===== config.mk =====
export PLATFORM = sky130hd
export DESIGN_NAME = keypad_scan
export DESIGN_NICKNAME = d
export VERILOG_FILES = /design/src/rtl/keypad_pkg.sv /design/src/rtl/keypad_debounce.sv /design/src/rtl/keypad_scan.sv
export SDC_FILE = /design/constraint.sdc
export NUM_CORES = 1
export LEC_CHECK = 0
export ABC_AREA = 1
export BUFFER_PORTS_ARGS = -buffer_cell sky130_fd_sc_hd__clkbuf_2
export CAP_MARGIN = 10
export CELL_PAD_IN_SITES_DETAIL_PLACEMENT = 0
export CELL_PAD_IN_SITES_GLOBAL_PLACEMENT = 1
export CORE_MARGIN = 10
export CORE_UTILIZATION = 45
export DETAILED_ROUTE_END_ITERATION = 8
export PLACE_DENSITY = 0.95
export REMOVE_ABC_BUFFERS = 1
export SETUP_SLACK_MARGIN = 0.05
export SLEW_MARGIN = 15
export SYNTH_ARGS = -nofsm -noshare
export SYNTH_HDL_FRONTEND = slang
export SYNTH_SLANG_ARGS = --single-unit

===== constraint.sdc =====
create_clock -name clk -period 11.5 [get_ports clk]
set_input_delay 0.575 -clock clk [delete_from_list [all_inputs] [get_ports clk]]
set_output_delay 0.575 -clock clk [all_outputs]
set_load 0.01 [all_outputs]

===== src/rtl/keypad_pkg.sv =====
// Shared constants, scan-state encoding and key-decoding helpers for the
// 4x3 keypad scanner and its debouncer.
package keypad_pkg;

  localparam logic [3:0] KEY_NONE  = 4'hF;
  localparam logic [3:0] KEY_MULTI = 4'hE;
  localparam logic [3:0] KEY_STAR  = 4'd10;
  localparam logic [3:0] KEY_HASH  = 4'd11;

  typedef enum logic [1:0] {
    COL0 = 2'd0,
    COL1 = 2'd1,
    COL2 = 2'd2
  } scan_state_t;

  // Snapshot bit index is col*4 + row; col0 is the left column.
  function automatic logic [3:0] key_of_index(input logic [3:0] idx);
    logic [3:0] code;
    case (idx)
      4'd0:    code = 4'd1;
      4'd1:    code = 4'd4;
      4'd2:    code = 4'd7;
      4'd3:    code = KEY_STAR;
      4'd4:    code = 4'd2;
      4'd5:    code = 4'd5;
      4'd6:    code = 4'd8;
      4'd7:    code = 4'd0;
      4'd8:    code = 4'd3;
      4'd9:    code = 4'd6;
      4'd10:   code = 4'd9;
      4'd11:   code = KEY_HASH;
      default: code = KEY_NONE;
    endcase
    return code;
  endfunction

  function automatic logic [3:0] raw_decode(input logic [11:0] vec);
    logic [3:0] code;
    logic [3:0] hits;
    code = KEY_NONE;
    hits = 4'd0;
    for (int i = 0; i < 12; i++) begin
      if (vec[i]) begin
        hits = hits + 4'd1;
        code = key_of_index(4'(i));
      end
    end
    if (hits > 4'd1) code = KEY_MULTI;
    return code;
  endfunction

endpackage


===== src/rtl/keypad_debounce.sv =====
// Accepts a scanned key code only after DEB_SCANS identical consecutive scans;
// flags acceptance of a new valid key with a one-cycle registered strobe.
module keypad_debounce
  import keypad_pkg::*;
#(
  parameter int DEB_SCANS = 3
) (
  input  logic       clk,
  input  logic       rst,
  input  logic       scan_done,
  input  logic [3:0] raw,
  output logic [3:0] stable,
  output logic       new_key
);

  localparam logic [3:0] DEB_MAX = 4'(DEB_SCANS);

  logic [3:0] r_cand;
  logic [3:0] r_cnt;
  logic [3:0] r_stable;
  logic       r_new_key;
  logic [3:0] w_cand_nxt;
  logic [3:0] w_cnt_nxt;
  logic       w_accept;

  // Acceptance looks at the post-update count so DEB_SCANS=1 accepts on the first scan.
  always_comb begin
    w_cand_nxt = r_cand;
    w_cnt_nxt  = r_cnt;
    if (scan_done) begin
      if (raw == r_cand) begin
        w_cnt_nxt = (r_cnt == DEB_MAX) ? r_cnt : r_cnt + 4'd1;
      end else begin
        w_cand_nxt = raw;
        w_cnt_nxt  = 4'd1;
      end
    end
    w_accept = scan_done && (w_cnt_nxt == DEB_MAX) && (w_cand_nxt != r_stable);
  end

  always_ff @(posedge clk or posedge rst) begin
    if (rst) begin
      r_cand    <= KEY_NONE;
      r_cnt     <= 4'd0;
      r_stable  <= KEY_NONE;
      r_new_key <= 1'b0;
    end else begin
      r_cand    <= w_cand_nxt;
      r_cnt     <= w_cnt_nxt;
      r_new_key <= w_accept && (w_cand_nxt <= KEY_HASH);
      if (w_accept) r_stable <= w_cand_nxt;
    end
  end

  assign stable  = r_stable;
  assign new_key = r_new_key;

endmodule


===== src/rtl/keypad_scan.sv =====
// Column-scanning 4x3 keypad front end: drives one column low at a time,
// samples the rows, debounces full scans and decodes the accepted key.
module keypad_scan
  import keypad_pkg::*;
#(
  parameter int SCAN_TICKS = 1,
  parameter int DEB_SCANS  = 3
) (
  input  logic       clk,
  input  logic       rst,
  input  logic [3:0] key_row,
  output logic [2:0] key_col,
  output logic [9:0] keypad,
  output logic       key_star,
  output logic       key_hash,
  output logic [3:0] key_code,
  output logic       key_pulse
);

  scan_state_t r_state;
  scan_state_t w_state_nxt;
  logic [3:0]  r_tick;
  // Only columns 0 and 1 are held; column 2 is used live at scan completion.
  logic [7:0]  r_snap;
  logic        w_last;
  logic        w_scan_done;
  logic [11:0] w_vec;
  logic [3:0]  w_raw;
  logic [3:0]  w_stable;
  logic        w_new_key;

  assign w_last      = (r_tick == 4'(SCAN_TICKS - 1));
  assign w_scan_done = (r_state == COL2) && w_last;
  assign w_vec       = {~key_row, r_snap};
  assign w_raw       = raw_decode(w_vec);

  always_ff @(posedge clk or posedge rst) begin
    if (rst) begin
      r_state <= COL0;
      r_tick  <= 4'd0;
    end else begin
      r_state <= w_state_nxt;
      r_tick  <= w_last ? 4'd0 : r_tick + 4'd1;
    end
  end

  always_comb begin
    w_state_nxt = r_state;
    if (w_last) begin
      case (r_state)
        COL0:    w_state_nxt = COL1;
        COL1:    w_state_nxt = COL2;
        default: w_state_nxt = COL0;
      endcase
    end
  end

  always_comb begin
    case (r_state)
      COL0:    key_col = 3'b110;
      COL1:    key_col = 3'b101;
      COL2:    key_col = 3'b011;
      default: key_col = 3'b110;
    endcase
  end

  always_ff @(posedge clk or posedge rst) begin
    if (rst) begin
      r_snap <= 8'd0;
    end else if (w_last) begin
      if (r_state == COL0) r_snap[3:0] <= ~key_row;
      if (r_state == COL1) r_snap[7:4] <= ~key_row;
    end
  end

  keypad_debounce #(
    .DEB_SCANS(DEB_SCANS)
  ) u_debounce (
    .clk      (clk),
    .rst      (rst),
    .scan_done(w_scan_done),
    .raw      (w_raw),
    .stable   (w_stable),
    .new_key  (w_new_key)
  );

  // Stable is a register, so these decodes change only at the acceptance edge.
  always_comb begin
    keypad   = 10'd0;
    key_star = 1'b0;
    key_hash = 1'b0;
    key_code = KEY_NONE;
    if (w_stable <= 4'd9) begin
      keypad   = 10'd1 << w_stable;
      key_code = w_stable;
    end else if (w_stable == KEY_STAR) begin
      key_star = 1'b1;
      key_code = KEY_STAR;
    end else if (w_stable == KEY_HASH) begin
      key_hash = 1'b1;
      key_code = KEY_HASH;
    end
  end

  assign key_pulse = w_new_key;

endmodule


; ---- Word level (Yosys, flattened, before mapping)
; Cells that the tools add are included.
; Widths: inputs -> output; s select.
[word_totals]
ff_bits = 27
inputBits = 6
output_inout_bits = 20
elab_cells = 84
[classes]
add_sub_neg = 13
order_cmp = 3
n_eq_ne = 8
n_shift = 1
n_mux = 42
n_bitwise = 1
reduce_logical = 8
[ops]
columns = operator, count
row1 = $mux 4, 31
row2 = $add 4x1->4 const B, 13
row3 = $mux 10, 1
row4 = $shl 1x4->10 const A, 1
row5 = $eq 4x2->1 const B, 2
row6 = $eq 4x4->1 const B, 2
row7 = $le 4x4->1 const B, 2
row8 = $mux 1, 6
row9 = $mux 3, 2
row10 = $pmux 3 s2, 1
row11 = $eq 4x4->1, 1
row12 = $gt 4x1->1 const B, 1
row13 = $logic_and 1x1->1, 4
row14 = $logic_not 4->1, 1
row15 = $ne 4x4->1, 1
row16 = $not 4->4, 1
row17 = $pmux 2 s2, 1
row18 = $reduce_and 2->1, 2
row19 = $eq 2x1->1 const B, 1
row20 = $eq 2x2->1 const B, 1
row21 = $logic_not 2->1, 1

; ---- Longest topological paths before layout
; Gate-level depths: netlist of run 1.
[depth]
depth_word = 32
mapped_depth = 46

; ---- Modules after synthesis
; From an unflattened synthesis of run 1, not the netlist that was laid out.
[unflattened]
cells_unflattened = 474
hier_area_um2 = 3143.0
[modules_own_cells]
columns = module, instances, cells_each, area_per_inst_um2, seq_area_each_um2
row1 = keypad_scan, 1, 354, 2265.9, 350.3
row2 = keypad_debounce, 1, 120, 877.1, 335.3

; ---- Worst setup path after synthesis of run 1
; No wires, ideal clock.
[synth_timing]
path_type = register to register
start = reg r_snap[1]
end = reg u_debounce.r_new_key (netlist: u_debounce.new_key)
setup_ns = 0.078
arrival_time_ns = 5.717
path_slack_ns = 5.705
path_stages_with_launch = 40
cell_sequence = dfrtp_1 inv_1 ha_1 inv_1 nand2_4 nand2_4 xnor2_1 o21ai_0 ha_1 or2_1 nand2_1 xnor2_1 o21ai_0 ha_1 inv_1 o21ai_0 o21ai_0 o21ai_0 [4 not listed] o21ai_0 ha_1 or2_2 nand2_1 inv_1 ha_1 nand2_1 o21ai_0 nor2_2 buf_4 nand4_1 nand2_1 nand2_1 nor2_2 nand3_2 clkinv_1 nand4_4 a21oi_1
[synth_between]
elab_chain_len = 30
[synth_rtl]
columns = item, line
row1 = start: declaration, keypad_scan.sv:24  ; logic [7:0] r_snap;
row2 = start signal: assignment, keypad_scan.sv:71  ; if (r_state == COL0) r_snap[3:0] <= ~key_row;
row3 = $mux 4, keypad_pkg.sv:43  ; if (vec[i]) begin
row4 = $add 4x1->4, keypad_pkg.sv:44  ; hits = hits + 4'd1;
row5 = $mux 4, keypad_pkg.sv:43
row6 = $add 4x1->4, keypad_pkg.sv:44
row7 = $mux 4, keypad_pkg.sv:43
row8 = $add 4x1->4, keypad_pkg.sv:44
row9 = $mux 4, keypad_pkg.sv:43
row10 = $add 4x1->4, keypad_pkg.sv:44
row11 = [9 not listed], n/a
row12 = $add 4x1->4, keypad_pkg.sv:44
row13 = $mux 4, keypad_pkg.sv:43
row14 = $add 4x1->4, keypad_pkg.sv:44
row15 = $mux 4, keypad_pkg.sv:43
row16 = $gt 4x1->1, keypad_pkg.sv:48  ; if (hits > 4'd1) code = KEY_MULTI;
row17 = $mux 4 *, keypad_pkg.sv:48
row18 = "parallel branches: the longest is 6 deep, another holds $le 4x4->1", n/a
row19 = $logic_and 1x1->1 *, keypad_debounce.sv:50  ; r_new_key <= w_accept && (w_cand_nxt <= KEY_HASH);
row20 = end signal: assignment, keypad_debounce.sv:50
row21 = end: declaration, keypad_debounce.sv:21  ; logic r_new_key;
; Every way passes the cells marked *.
; A chain may end at the register's enable or synchronous reset.

; ---- Worst setup path in the final report of run 1
[layout_timing]
start = reg r_snap[0]
end = reg u_debounce.r_new_key (netlist: u_debounce.new_key)
[layout_between]
elab_chain_len = 32
[layout_rtl]
columns = item, line
row1 = $mux 1, keypad_pkg.sv:43
row2 = $add 4x1->4, keypad_pkg.sv:44
row3 = $mux 4, keypad_pkg.sv:43
row4 = $add 4x1->4, keypad_pkg.sv:44
row5 = $mux 4, keypad_pkg.sv:43
row6 = $add 4x1->4, keypad_pkg.sv:44
row7 = $mux 4, keypad_pkg.sv:43
row8 = $add 4x1->4, keypad_pkg.sv:44
row9 = [16 not listed], n/a
row10 = $mux 4 *, keypad_pkg.sv:48
row11 = $eq 4x4->1 *, keypad_debounce.sv:31  ; if (raw == r_cand) begin
row12 = $mux 4 *, keypad_debounce.sv:31
row13 = $mux 4 *, keypad_debounce.sv:30  ; if (scan_done) begin
row14 = net u_debounce.w_cnt_nxt[3], keypad_debounce.sv:23  ; logic [3:0] w_cnt_nxt;
row15 = $eq 4x2->1 *, keypad_debounce.sv:38  ; w_accept = scan_done && (w_cnt_nxt == DEB_MAX) && (w_cand_nxt != r_stable);
row16 = $logic_and 1x1->1 * (2 in a row), keypad_debounce.sv:38
row17 = $logic_and 1x1->1 *, keypad_debounce.sv:50
; Mark *: on every way through the listed nets, which the timed path passes. The rest lies on a longest branch.

==> results of run 1 <==
[per-layer routing]
| layer | track usage | wire [um] | part of all wire |
|---|---|---|---|
| met2 | 0.248 | 3290 | 0.49 |
| met3 | 0.0142 | 121 | 0.018 |
| met5 | 0 | 0 | 0 |
| met1 | 0.163 | 3250 | 0.49 |
| met4 | 0.0260 | 32 | 0.0048 |
[power breakdown]
part,switching (W),total (W),leakage (nW),internal [W]
Combinational,0.000176,0.000267,1.49,0.0000905
Clock,0.0000291,0.0000537,0.0217,0.0000246
Sequential,0.0000219,0.000140,0.322,0.000118
[flip-flops by register name (all words and copies together) (netlist names)]
register / cells
u_debounce.r_cand: 4
u_debounce.new_key: 1
r_snap: 8
u_debounce.stable: 4
r_state: 2
r_tick: 4
u_debounce.r_cnt: 4
[through the flow]
step / worst slack (ns) / instance area (um^2) / hold slack [ns]
finish: 4.93 / 3250 / 0.491
global route: 4.07 / 3250 / 0.526
CTS: 4.89 / 3250 / 0.498
detailed placement: 4.97 / 3200 / 0.480
global placement: 5.13 / 3200 / 0.480
floorplan: 5.62 / 2980 / 0.455
[cell type report]
class	instances	area, um^2
clock buffers	3	41.3
clock inverters	1	7.51
fillers	706	3210
inverters	68	255
multi-input cells	382	2030
flip-flops and latches	27	686
well taps	77	96.3
repair buffers	25	125
[worst min path at each step]
stage / endpoint / from / cells past startpoint
after floorplan: r_tick[0] / r_tick[0] / 1
after global placement: r_tick[0] / r_tick[0] / 1
after detailed placement: r_tick[0] / r_tick[0] / 1
after CTS: r_tick[0] / r_tick[0] / 1
after global routing: r_tick[0] / r_tick[0] / 1
final: r_tick[2] / rst / 2
[cell usage in the layout (no fill, tap or decap), drive strengths merged]
| master | count |
|---|---|
| nand2 | 180 |
| inv | 65 |
| nand3 | 64 |
| nor2 | 43 |
| clkbuf | 28 |
| o21ai | 27 |
| ha | 23 |
| dfrtp | 19 |
| nand4 | 17 |
| a21oi | 8 |
| dfstp | 8 |
| xor2 | 5 |
| or2 | 5 |
| xnor2 | 4 |
| clkinv | 3 |
| nor3 | 2 |
| o21bai | 1 |
| nand3b | 1 |
| a31oi | 1 |
| o22ai | 1 |
| clkinvlp | 1 |
[cell families after synthesis]
logic type,Yosys count
simple gates,312
buf+inv,78
compound gates,38
flops,27
fa+ha+maj,23
xor+xnor,9
[worst register-to-register path, delay by kind of cell (launching register included)]
family                     cells  cell delay, ns
AOI/OAI and AO/OA              5            0.70
xor gates and xnor gates       1            0.16
and+or+nand+nor               25            3.03
DFF                            1            0.43
adders and majority gates      6            1.73
buffers and inverters          6            0.46
==> flow_summary_export.csv, run 1 <==
group,metric,value,unit
status,status,"finished, final reports clean",
timing,fmax,152,MHz
grt,grt_pass1_wl,12.1,mm
logic_synthesis,synthXorXnorAreaFrac,0.0260,
detailed_routing,wl,6.69,mm
timing,relSlewSlack,0.349,
logic_synthesis,synthMuxAreaShare,0,
setup_path,r2r_cells,43,
detailed_routing,drc,0,
timing,period_share,0.571,
timing,drv_slew,0,
detailed_routing,firstDrtPassIters,4,
setup_path,regToRegEndpoint,"u_debounce.new_key",
timing,rsz0062_at_grt,"no",
floorplanning,ioPinCount,26,
detailed_routing,post_drt_wl_per_cell,11.5,um
setup_path,critPathLaunchType,"register",
setup_path,crit_arrival,6.77,ns
detailed_routing,final_antenna_net_count,0,
logic_synthesis,synth_edf_count,0,
logic_synthesis,syn_avg_cell_area,6.21,um^2
timing,setup_violations,0,
clock_network,clock_path_buffers,2,
clock_network,postCtsHoldBufs,0,
cells_and_area,drive_gt1_frac,0.154,
logic_synthesis,synth_cell_type_count,31,
cells_and_area,nNetsFinal,536,
logic_synthesis,yosys.area_share.simple,0.487,
placement,place_congestion,0.848,
clock_network,clkTransAtPathRegs,0.09,ns
detailed_routing,vias,2976,
timing,finalHoldViolations,0,
grt,overflow,0,
logic_synthesis,ys_seq_area_frac,0.227,
clock_network,clkLatencyLatePin,0.27,ns
power_and_ir_drop,vdd_ir_drop_max,0.120,mV
floorplanning,die_w,102,um
floorplanning,die_h,102,um
setup_path,worstSetupEndpoint,"u_debounce.new_key",
logic_synthesis,ys.flop_type,"dfrtp_1",
cells_and_area,syn_to_final_growth,7.23,%
timing,min_period,6.57,ns
logic_synthesis,synth_top_area_cell,"nand2_1",
setup_path,critical_path_required,11.70,ns
logic_synthesis,synth.most_common_cell,"nand2_1",
setup_path,reg2reg_setup_slack,4.93,ns
setup_path,end_kind,"register",
clock_network,post-cts-setup-buffers,0,
logic_synthesis,yosysTopAreaCellShare,0.200,
floorplanning,start_util,0.469,
setup_path,crit_type,"register to register",
setup_path,cp.depth,43,
grt,antenna_found_initial,0,
logic_synthesis,ys_seq_elements,27,
placement,io_buffer_count,25,
placement,dp.cells,579,
clock_network,numCtsBuffers,3,
logic_synthesis,netlist_top_cells_count,"161 x nand2_1, 61 x inv_1, 55 x nand3_1, 39 x nor2_1, 27 x o21ai_0",
power_and_ir_drop,leakagePower,1.84,nW
worst_hold_path,hp-class,"input port to async pin",
logic_synthesis,synth-compound-area-share,0.0645,
run,maxCapViolCount,0,
setup_path,crit_start,"r_snap[0]",
grt,grt_pass1_vias,2931,
setup_path,regToRegStartpoint,"r_snap[0]",
grt,track_usage,0.134,
cells_and_area,fin_util,0.503,
detailed_routing,vias_per_cell,5.10,
setup_path,critPathTopFamily,"simple AND/OR/NAND/NOR gates",
setup_path,crit_slowest_cell,"nor2_2",
grt,grt_start_max_net_pins,28,
clock_network,cts.sinks,27,
clock_network,htree_levels,1,
cells_and_area,stdcell_count,583,
logic_synthesis,synth_warnings,0,
setup_path,cpMostUsedCell,"nand2_1",
logic_synthesis,netlist_area,0.00303,mm^2
placement,hpwlAfterDp,5.44,mm
setup_path,cp_max_fo,16,
cells_and_area,diodes,0,
clock_network,ctsResizeCount,0,
power_and_ir_drop,total_power,0.000460,W
logic_synthesis,async_flop_share,1.00,
floorplanning,die_area,0.0104,mm^2
logic_synthesis,synth_area_leaders,"nand2_1 20%, dfrtp_1 16%, ha_1 9.5%",
clock_network,root_buffer,"clkbuf_8",
floorplanning,core.rowCount,29,
timing,fin_setup_tns,0,ns
logic_synthesis,synth_adder_area_share,0.0951,
floorplanning,core_area,0.00646,mm^2
setup_path,cp_num_buf_inv,6,
logic_synthesis,synth_top_family_by_area,"simple AND/OR/NAND/NOR gates",
logic_synthesis,syn_inst,487,
setup_path,critPathMaxStageDelay,0.49,ns
power_and_ir_drop,powerDensity,142,mW/mm^2
clock_network,cts_tree,"done",
detailed_routing,first_iter_violations,150,
timing,worst_pin_slew,0.975,ns
timing,fin_skew,0.00664,ns
Note: power is estimated with default switching activity, not from simulation.
==> run 2: changes to the inputs <==
--- a/config.mk
+++ b/config.mk
@@ -11,9 +11,9 @@
 export CELL_PAD_IN_SITES_DETAIL_PLACEMENT = 0
 export CELL_PAD_IN_SITES_GLOBAL_PLACEMENT = 1
 export CORE_MARGIN = 10
-export CORE_UTILIZATION = 45
+export CORE_UTILIZATION = 43
 export DETAILED_ROUTE_END_ITERATION = 8
-export PLACE_DENSITY = 0.95
+export PLACE_DENSITY = 0.93
 export REMOVE_ABC_BUFFERS = 1
 export SETUP_SLACK_MARGIN = 0.05
 export SLEW_MARGIN = 15
==> constraint.sdc (replaced) <==
create_clock -name clk -period 6.9 [get_ports clk]
set_input_delay 0.345 -clock clk [delete_from_list [all_inputs] [get_ports clk]]
set_output_delay 0.345 -clock clk [all_outputs]
set_load 0.01 [all_outputs]
==> run 2 against run 1 <==
  * Clock-buffer cell count unchanged
  * Setup slack got worse by 4.2 ns
  * Critical path depth decreased by 3
  * Wire length increased by 0.82%
  * Die area increased by 3.7%
  * Design area increased by 2.5%
  * Largest power group unchanged
  * Via count decreased by 0.57%
  * Non-clock buffer count increased by 4
  * Cell count increased by 3.9%
==> flow_summary_export.csv, run 2 (same netlist as run 1, synthesis figures left out) <==
group,metric,value,unit
setup_path,critical_path_required,7.13,ns
status,status,"finished, final reports clean",
setup_path,end_kind,"register",
timing,fin_ws,0.725,ns
clock_network,cts_tree,"done",
cells_and_area,multi_input_area,0.00205,mm^2
floorplanning,start_util,0.443,
cells_and_area,drive_gt1_frac,0.165,
timing,fmax,162,MHz
setup_path,cp_max_fo,15,
cells_and_area,seq_area,686,um^2
grt,grt_start_max_net_pins,28,
detailed_routing,final_antenna_net_count,0,
placement,dp_slack,0.374,ns
floorplanning,die_h,104,um
grt,grt_use_met3,0.0211,
clock_network,numCtsBuffers,3,
run,maxCapViolCount,0,
clock_network,htree_levels,1,
timing,setup_violations,0,
clock_network,root_buffer,"clkbuf_8",
detailed_routing,wl,6.75,mm
setup_path,reg2reg_setup_slack,0.72,ns
cells_and_area,syn_to_final_growth,9.96,%
cells_and_area,n_fill_cell,708,
placement,io_buffer_count,25,
detailed_routing,drc,0,
grt,grtUsageMet2,0.216,
grt,grt_pass1_wl,12.0,mm
clock_network,clock_path_buffers,2,
detailed_routing,post_drt_wl_per_cell,11.1,um
timing,hold_slack,0.266,ns
floorplanning,core_area,0.00683,mm^2
clock_network,cts.sinks,27,
cells_and_area,largest_reg_flops,8,
setup_path,r2r_cells,40,
floorplanning,ioPinCount,26,
timing,finalHoldViolations,0,
setup_path,cpMostUsedCell,"nand2_1",
detailed_routing,first_iter_violations,79,
cells_and_area,diodes,0,
floorplanning,die_w,104,um
detailed_routing,vias,2959,
power_and_ir_drop,leakagePower,1.87,nW
setup_path,regToRegStartpoint,"r_snap[1]",
timing,fin_setup_tns,0,ns
timing,relSlewSlack,0.326,
timing,fin_skew,0.00239,ns
floorplanning,die_area,0.0108,mm^2
setup_path,crit_arrival,6.41,ns
cells_and_area,fin_util,0.487,
cells_and_area,largest-register,"r_snap",
timing,worst_pin_slew,1.01,ns
detailed_routing,vias_per_cell,4.88,
floorplanning,core.rowCount,30,
setup_path,crit_type,"register to register",
cells_and_area,nNetsFinal,540,
grt,overflow,0,
clock_network,postCtsHoldBufs,0,
clock_network,clkLatencyLatePin,0.28,ns
worst_hold_path,hp-class,"input port to async pin",
power_and_ir_drop,vdd_ir_drop_max,0.222,mV
grt,busiest_layer,"met2",
placement,place_congestion,0.826,
setup_path,critPathMaxStageDelay,0.41,ns
timing,min_period,6.18,ns
grt,grt_pass1_vias,2841,
cells_and_area,final_common_cell,"nand2_1",
detailed_routing,firstDrtPassIters,4,
power_and_ir_drop,total_power,0.000793,W
grt,antenna_found_initial,0,
timing,rsz0062_at_grt,"no",
setup_path,crit_slowest_cell,"dfrtp_1",
grt,track_usage,0.124,
placement,hpwlAfterDp,5.40,mm
grt,use_met1,0.158,
setup_path,regToRegEndpoint,"u_debounce.stable[1]",
cells_and_area,layout_common_cells,"160 x nand2_1, 61 x inv_1, 55 x nand3_1, 39 x nor2_1, 25 x clkbuf_2",
power_and_ir_drop,powerDensity,238,mW/mm^2
setup_path,critPathLaunchType,"register",
timing,period_share,0.895,
timing,drv_slew,0,
clock_network,clkTransAtPathRegs,0.10,ns
[run 2: power breakdown]
part	switching [W]	leakage [nW]	total [W]	internal, W
registers	0.0000353	0.322	0.000232	0.000197
clock network	0.0000557	0.0261	0.0000983	0.0000426
logic	0.000297	1.52	0.000463	0.000166
total	0.000388	1.87	0.000793	0.000405
[run 2: layout make-up]
type | instances | share of cell area
Clock buffer | 3 | 0.0124
Multi-Input combinational cell | 382 | 0.616
Timing Repair Buffer | 29 | 0.0504
Tap cell | 96 | 0.0361
Clock inverter | 1 | 0.00263
Inverter | 68 | 0.0767
Sequential cell | 27 | 0.206
[run 2: layer usage]
metal | up-vias | wire (um) | share of wire
li1 | 1598 | - | -
met1 | 1316 | 3250 | 0.48
met2 | 40 | 3260 | 0.48
met3 | 5 | 204 | 0.030
met4 | 0 | 37 | 0.0055
met5 | - | 0 | 0
[run 2: worst max-delay path by stage]
stage	from	slack [ns]	depth (start not counted)	to
after detailed placement	r_snap[1]	0.37	40	u_debounce.new_key
final	r_snap[1]	0.72	40	u_debounce.stable[1]
after floorplan	r_snap[1]	1.02	40	u_debounce.new_key
after CTS	r_snap[1]	0.31	40	u_debounce.stable[2]
after global placement	r_snap[0]	0.53	41	u_debounce.stable[0]
after global routing	r_snap[1]	0.03	41	u_debounce.new_key
[run 2: stage by stage]
| stage | cells | area (um^2) |
|---|---|---|
| 3_5_place_dp | 598 | 3220 |
| 5_1_grt | 606 | 3330 |
| 3_3_place_gp | 598 | 3220 |
| 2_1_floorplan | 477 | 2980 |
| 6_report | 606 | 3330 |
| 4_1_cts | 602 | 3270 |
[run 2: repair_timing]
action | CTS | global route
endpoints found under the hold margin | 0 | 0
gates resized for setup | 0 | 8
buffers inserted | 0 | 4
setup endpoints to repair | 0 | 9
[run 2: worst max-delay path, delay by kind of cell (launching register included)]
family,cells,cell delay (ns)
AO/OA/AOI/OAI,7,1.08
XOR/XNOR,3,0.45
buffers and inverters,5,0.42
adder cells (fa/ha/maj),6,1.58
flip-flops,1,0.41
AND/OR/NAND/NOR,19,2.16
